## src/rtl/conv_pkg.sv

```systemverilog
// Shared convolution datapath constants and the result FIFO entry layout.
package conv_pkg;

  localparam int BIT_WIDTH = 8;
  localparam int IN_WIDTH  = 8;
  localparam int COL       = 4;
  localparam int OUT_WIDTH = 20;

  // Position tag stored alongside every buffered result word.
  typedef struct packed {
    logic eol;
    logic eof;
  } conv_tag_t;

  typedef struct packed {
    logic [OUT_WIDTH-1:0] data;
    logic                 eol;
    logic                 eof;
  } conv_entry_t;

endpackage

```

## src/rtl/conv_sync_fifo.sv

```systemverilog
// Single-clock FIFO with extra-MSB pointers; read data is zero while empty.
module conv_sync_fifo #(
  parameter int WIDTH = 22,
  parameter int DEPTH = 8
) (
  input  logic                     clk,
  input  logic                     rstn,
  input  logic                     push,
  input  logic                     pop,
  input  logic [WIDTH-1:0]         wdata,
  output logic [WIDTH-1:0]         rdata,
  output logic                     full,
  output logic                     empty,
  output logic [$clog2(DEPTH):0]   level
);

  localparam int AW = $clog2(DEPTH);

  logic [AW:0]      wr_ptr;
  logic [AW:0]      rd_ptr;
  logic [WIDTH-1:0] mem [DEPTH];
  logic             do_push;
  logic             do_pop;

  assign empty = (wr_ptr == rd_ptr);
  assign full  = (wr_ptr[AW] != rd_ptr[AW]) && (wr_ptr[AW-1:0] == rd_ptr[AW-1:0]);
  assign level = wr_ptr - rd_ptr;

  // A push into a full FIFO is legal only when the head leaves in the same cycle.
  assign do_pop  = pop & ~empty;
  assign do_push = push & (~full | do_pop);

  assign rdata = empty ? '0 : mem[rd_ptr[AW-1:0]];

  always_ff @(posedge clk or negedge rstn) begin
    if (!rstn) begin
      wr_ptr <= '0;
      rd_ptr <= '0;
    end else begin
      if (do_push) wr_ptr <= wr_ptr + 1'b1;
      if (do_pop)  rd_ptr <= rd_ptr + 1'b1;
    end
  end

  always_ff @(posedge clk) begin
    if (do_push) mem[wr_ptr[AW-1:0]] <= wdata;
  end

endmodule

```

## src/rtl/conv_result_collector.sv

```systemverilog
// Buffers conv engine results, tags row/frame boundaries and counts words
// dropped because the engine cannot be stalled.
module conv_result_collector #(
  parameter int OUT_WIDTH = conv_pkg::OUT_WIDTH,
  parameter int DEPTH     = 8,
  parameter int OUT_COLS  = 4,
  parameter int OUT_ROWS  = 4
) (
  input  logic                     clk,
  input  logic                     rstn,
  input  logic [OUT_WIDTH-1:0]     result,
  input  logic                     valid,
  input  logic                     clear,
  output logic [OUT_WIDTH-1:0]     m_data,
  output logic                     m_valid,
  input  logic                     m_ready,
  output logic                     m_eol,
  output logic                     m_eof,
  output logic [$clog2(DEPTH):0]   level,
  output logic                     overflow,
  output logic [15:0]              drop_cnt
);

  import conv_pkg::*;

  localparam int CW = (OUT_COLS > 1) ? $clog2(OUT_COLS) : 1;
  localparam int RW = (OUT_ROWS > 1) ? $clog2(OUT_ROWS) : 1;
  localparam logic [CW-1:0] COL_LAST = CW'(OUT_COLS - 1);
  localparam logic [RW-1:0] ROW_LAST = RW'(OUT_ROWS - 1);

  typedef struct packed {
    logic [OUT_WIDTH-1:0] data;
    conv_tag_t            tag;
  } entry_t;

  // Output handshake: a word transfers on every posedge where m_valid and
  // m_ready are both 1; m_data/m_eol/m_eof hold while m_valid=1 and m_ready=0,
  // and m_valid never depends combinationally on valid.
  entry_t        wr_entry;
  entry_t        rd_entry;
  logic          full;
  logic          empty;
  logic          pop;
  logic          drop;
  logic [CW-1:0] col;
  logic [RW-1:0] row;
  logic [CW-1:0] col_cur;
  logic [RW-1:0] row_cur;

  // A clear coinciding with valid tags that word as the first of a frame.
  assign col_cur = clear ? '0 : col;
  assign row_cur = clear ? '0 : row;

  assign wr_entry.data    = result;
  assign wr_entry.tag.eol = (col_cur == COL_LAST);
  assign wr_entry.tag.eof = (col_cur == COL_LAST) && (row_cur == ROW_LAST);

  assign m_valid = ~empty;
  assign pop     = m_valid & m_ready;
  assign drop    = valid & full & ~pop;

  assign m_data = rd_entry.data;
  assign m_eol  = rd_entry.tag.eol;
  assign m_eof  = rd_entry.tag.eof;

  conv_sync_fifo #(
    .WIDTH ($bits(entry_t)),
    .DEPTH (DEPTH)
  ) u_fifo (
    .clk   (clk),
    .rstn  (rstn),
    .push  (valid),
    .pop   (pop),
    .wdata (wr_entry),
    .rdata (rd_entry),
    .full  (full),
    .empty (empty),
    .level (level)
  );

  // Position advances on every valid cycle, dropped words included, so tags
  // stay aligned with the engine's raster order.
  always_ff @(posedge clk or negedge rstn) begin
    if (!rstn) begin
      col <= '0;
      row <= '0;
    end else if (valid) begin
      if (col_cur == COL_LAST) begin
        col <= '0;
        row <= (row_cur == ROW_LAST) ? '0 : row_cur + 1'b1;
      end else begin
        col <= col_cur + 1'b1;
        row <= row_cur;
      end
    end else if (clear) begin
      col <= '0;
      row <= '0;
    end
  end

  always_ff @(posedge clk or negedge rstn) begin
    if (!rstn) begin
      overflow <= 1'b0;
      drop_cnt <= '0;
    end else if (clear) begin
      overflow <= drop;
      drop_cnt <= drop ? 16'd1 : 16'd0;
    end else if (drop) begin
      overflow <= 1'b1;
      if (drop_cnt != 16'hFFFF) drop_cnt <= drop_cnt + 16'd1;
    end
  end

endmodule

```

## config.mk

```make
export PLATFORM = sky130hd
export DESIGN_NAME = conv_result_collector
export DESIGN_NICKNAME = d
export VERILOG_FILES = /design/src/rtl/conv_pkg.sv /design/src/rtl/conv_sync_fifo.sv /design/src/rtl/conv_result_collector.sv
export SDC_FILE = /design/constraint.sdc
export NUM_CORES = 1
export LEC_CHECK = 0
export CAP_MARGIN = 40
export CORE_MARGIN = 2
export CORE_UTILIZATION = 58
export CTS_CLUSTER_SIZE = 16
export DETAILED_ROUTE_END_ITERATION = 16
export PLACE_DENSITY = 0.8
export RECOVER_POWER = 50
export SLEW_MARGIN = 15
export SYNTH_ARGS = -nofsm -noshare
export SYNTH_HDL_FRONTEND = slang
export SYNTH_HIERARCHICAL = 1
export SYNTH_SLANG_ARGS = --single-unit
```

## constraint.sdc

```tcl
create_clock -name clk -period 6.2 [get_ports clk]
set_input_delay 1.55 -clock clk [delete_from_list [all_inputs] [get_ports clk]]
set_output_delay 1.55 -clock clk [all_outputs]
set_load 0.05 [all_outputs]
```

==> out/results.txt <==
number of stages on the worst hold path: 1
pin count of the biggest net entering global routing: 49
CTS Buf Count: 21
WP data arrival: 3.63 ns
Synth top area share: 0.629
endpoints failing setup: 0
fill count: 854
multi-input logic area: 2240 µm²
final RePlAce weighted congestion: 0.805
post-synthesis compound-gate area fraction: 0.0381
R2R Setup Slk: 2.41 ns
Final period util: 0.835
post-synthesis async set-or-reset flop share: 0.141
Starting Density: 0.600
min Tclk post-route: 5.18 ns
reg2reg end: u_fifo/mem[7][4]
final hold violations: 0
DRT antenna net count: 0
Synth Area in Simple Gates: 0.0601
first-pass GRT wire length: 26800 µm
Max Clk Rate: 193 MHz
Worst VDD drop: 0.000524 V
share of cells above drive strength 1: 0.214
critical path class: register to primary output
Max Clock Skew: 0.0130 ns
count leader, synth: edfxtp_1
CTS max path bufs: 3
Area after DPL: 9380 µm²
mux contribution to synthesized area: 0.140
All-Layer GR Usage: 0.223
post-synthesis cell count: 447
CP max FO: 14
Synth Area in Adders: 0.0143
IO Port Bufs: 68
drt initial violations: 319
Ports: 69
failing checks: capacitance limit, slew limit
Pleak: 3.49 nW
clock sink count: 205
WL/cell: 23.2 µm
via count: 4434
post-CTS sizing: 0
clk slew on worst S/H paths: 0.06 ns
Worst setup EP type: primary output
PwrDens: 538 nW/µm²
synthesis-to-finish area growth: 19.4%
outcome: complete, but fails checks
HPWL after detailed placement: 9810 µm
Root Driver: clkbuf_16
CTS tree: built
Die W: 124 µm
number of hold buffers added after CTS: 0
# rows: 43
syn_nets: 481
initial antenna violation count: 1
die height: 124 µm
DRC Markers: 0
worst reg2reg path startpoint: u_fifo/wr_ptr[0]
H-tree depth: 1
max-capacitance violation count: 1
vias in the first global route: 4764
Setup TNS: 0 ns
Yosys reg bits: 205
Hold EP: overflow
CP Launch Type: register
top post-synthesis cells by count: edfxtp_1, mux4_2, dfrtp_1
Yosys cell types: 49
largest family of logic cells by synthesized area: multiplexers
Relative slew margins: -0.0571
Post-Synth XOR/XNOR Area: 0.0124
die footprint: 15500 µm²
total gr overflow: 0
Hold Crit Start: overflow
worst slew pin tran: 1.59 ns
EDFF count, synth: 176
Mean Syn Cell Area: 18.8 µm²
Post-CTS Setup Bufs: 0
Final Cell Area: 10000 µm²
biggest area consumer among synthesized cells: edfxtp_1
drt pass-1 iters: 5
area of the core: 14000 µm²
Post-Syn Area: 8400 µm²
Main synth FF type: edfxtp_1
Synth area leaders: edfxtp_1, mux4_2, dfrtp_1
r2r worst-path depth: 9
WP data required: 4.65 ns
Final Slew Violations: 30
final WL: 16800 µm
hold crit path type: register to register
synth warn: 6
RSZ-0062 raised after global routing: no
clk_lat worst skew: 0.49 ns
vias per cell: 6.10
Seq/Total Area, Yosys: 0.716
FF/Latch Area: 6010 µm²
nets@finish: 566
[through the flow]
stage	std cells	power [mW]	utilization	hold WS [ns]	setup WS, ns
after detailed placement	688	4.22	0.671	0.476	1.59
after global routing	727	5.59	0.717	0.498	0.874
after CTS	725	5.44	0.718	0.494	1.04
after floorplan	447	3.48	-	0.510	1.53
after global placement	685	4.13	0.666	0.475	1.69
final	727	5.39	0.717	0.492	1.02
[kinds of logic (layout without fill, tap and decap cells)]
kind of cell    after synthesis  count (layout)
flops                       205             205
simple gates                 88              88
mux                          60              60
compound gates               41              41
buf+inv                      33             132
xor+xnor                     11              11
fa+ha+maj                     9               9
other cells                   0               1
[layout by cell type, fill, tap and decap left out, drive strengths merged, types with 15 or more instances in the layout]
| cell | n |
|---|---|
| dlygate4sd3 | 25 |
| nor2 | 21 |
| edfxtp | 176 |
| clkbuf | 25 |
| dfrtp | 29 |
| clkdlybuf4s50 | 43 |
| mux4 | 44 |
| a22o | 22 |
| mux2 | 15 |
[report_power, final]
group          internal (mW)  total, mW  switching, mW  leakage, nW
combinational          0.893       2.37           1.48         1.18
clock                  0.706       1.21          0.506        0.322
sequential              1.72       1.81         0.0834         1.98
total                   3.32       5.39           2.07         3.49
[area by class of cell]
| class | instances | share of cell area |
|---|---|---|
| inverters | 13 | 0.00487 |
| clock buffers | 23 | 0.0532 |
| diodes | 1 | 0.000250 |
| multi-input cells | 209 | 0.223 |
| well taps | 180 | 0.0225 |
| clock inverters | 14 | 0.0130 |
| repair buffers | 82 | 0.0836 |
| flip-flops and latches | 205 | 0.600 |
[worst max-delay path: stages (launching register included)]
cell and delay, ns:
dfrtp_1 0.52, inv_1 0.08, ha_1 0.32, nand3_1 0.22
nor2_1 0.16, nor2_2 0.45, buf_4 0.35, a22o_1 0.22
clkdlybuf4s50_1 0.81
[how the worst max path moves through the flow]
stage	startpoint	end	slack, ns	cells past startpoint
2_1_floorplan	m_ready	u_fifo/mem[4][0]	1.53	4
3_3_place_gp	u_fifo/wr_ptr[0]	m_eof	1.69	8
3_5_place_dp	u_fifo/wr_ptr[0]	m_data[17]	1.59	8
4_1_cts	u_fifo/wr_ptr[0]	m_eof	1.04	8
5_1_grt	u_fifo/wr_ptr[0]	m_eof	0.87	8
6_report	u_fifo/wr_ptr[0]	m_eof	1.02	8
[sequential cells by signal, indices dropped and copies added (netlist names)]
signal / flops
drop_cnt: 16
col: 2
row: 2
u_fifo/mem: 176
overflow: 1
u_fifo/rd_ptr: 4
u_fifo/wr_ptr: 4
[metal layers]
metal / up-vias / track usage / wire, µm
li1: 1971 / - / -
met5: - / 0 / 0
met2: 172 / 0.374 / 8560
met3: 36 / 0.0322 / 950
met4: 0 / 0.0734 / 437
met1: 2255 / 0.305 / 6890
Power figures use the tool's default switching activity.
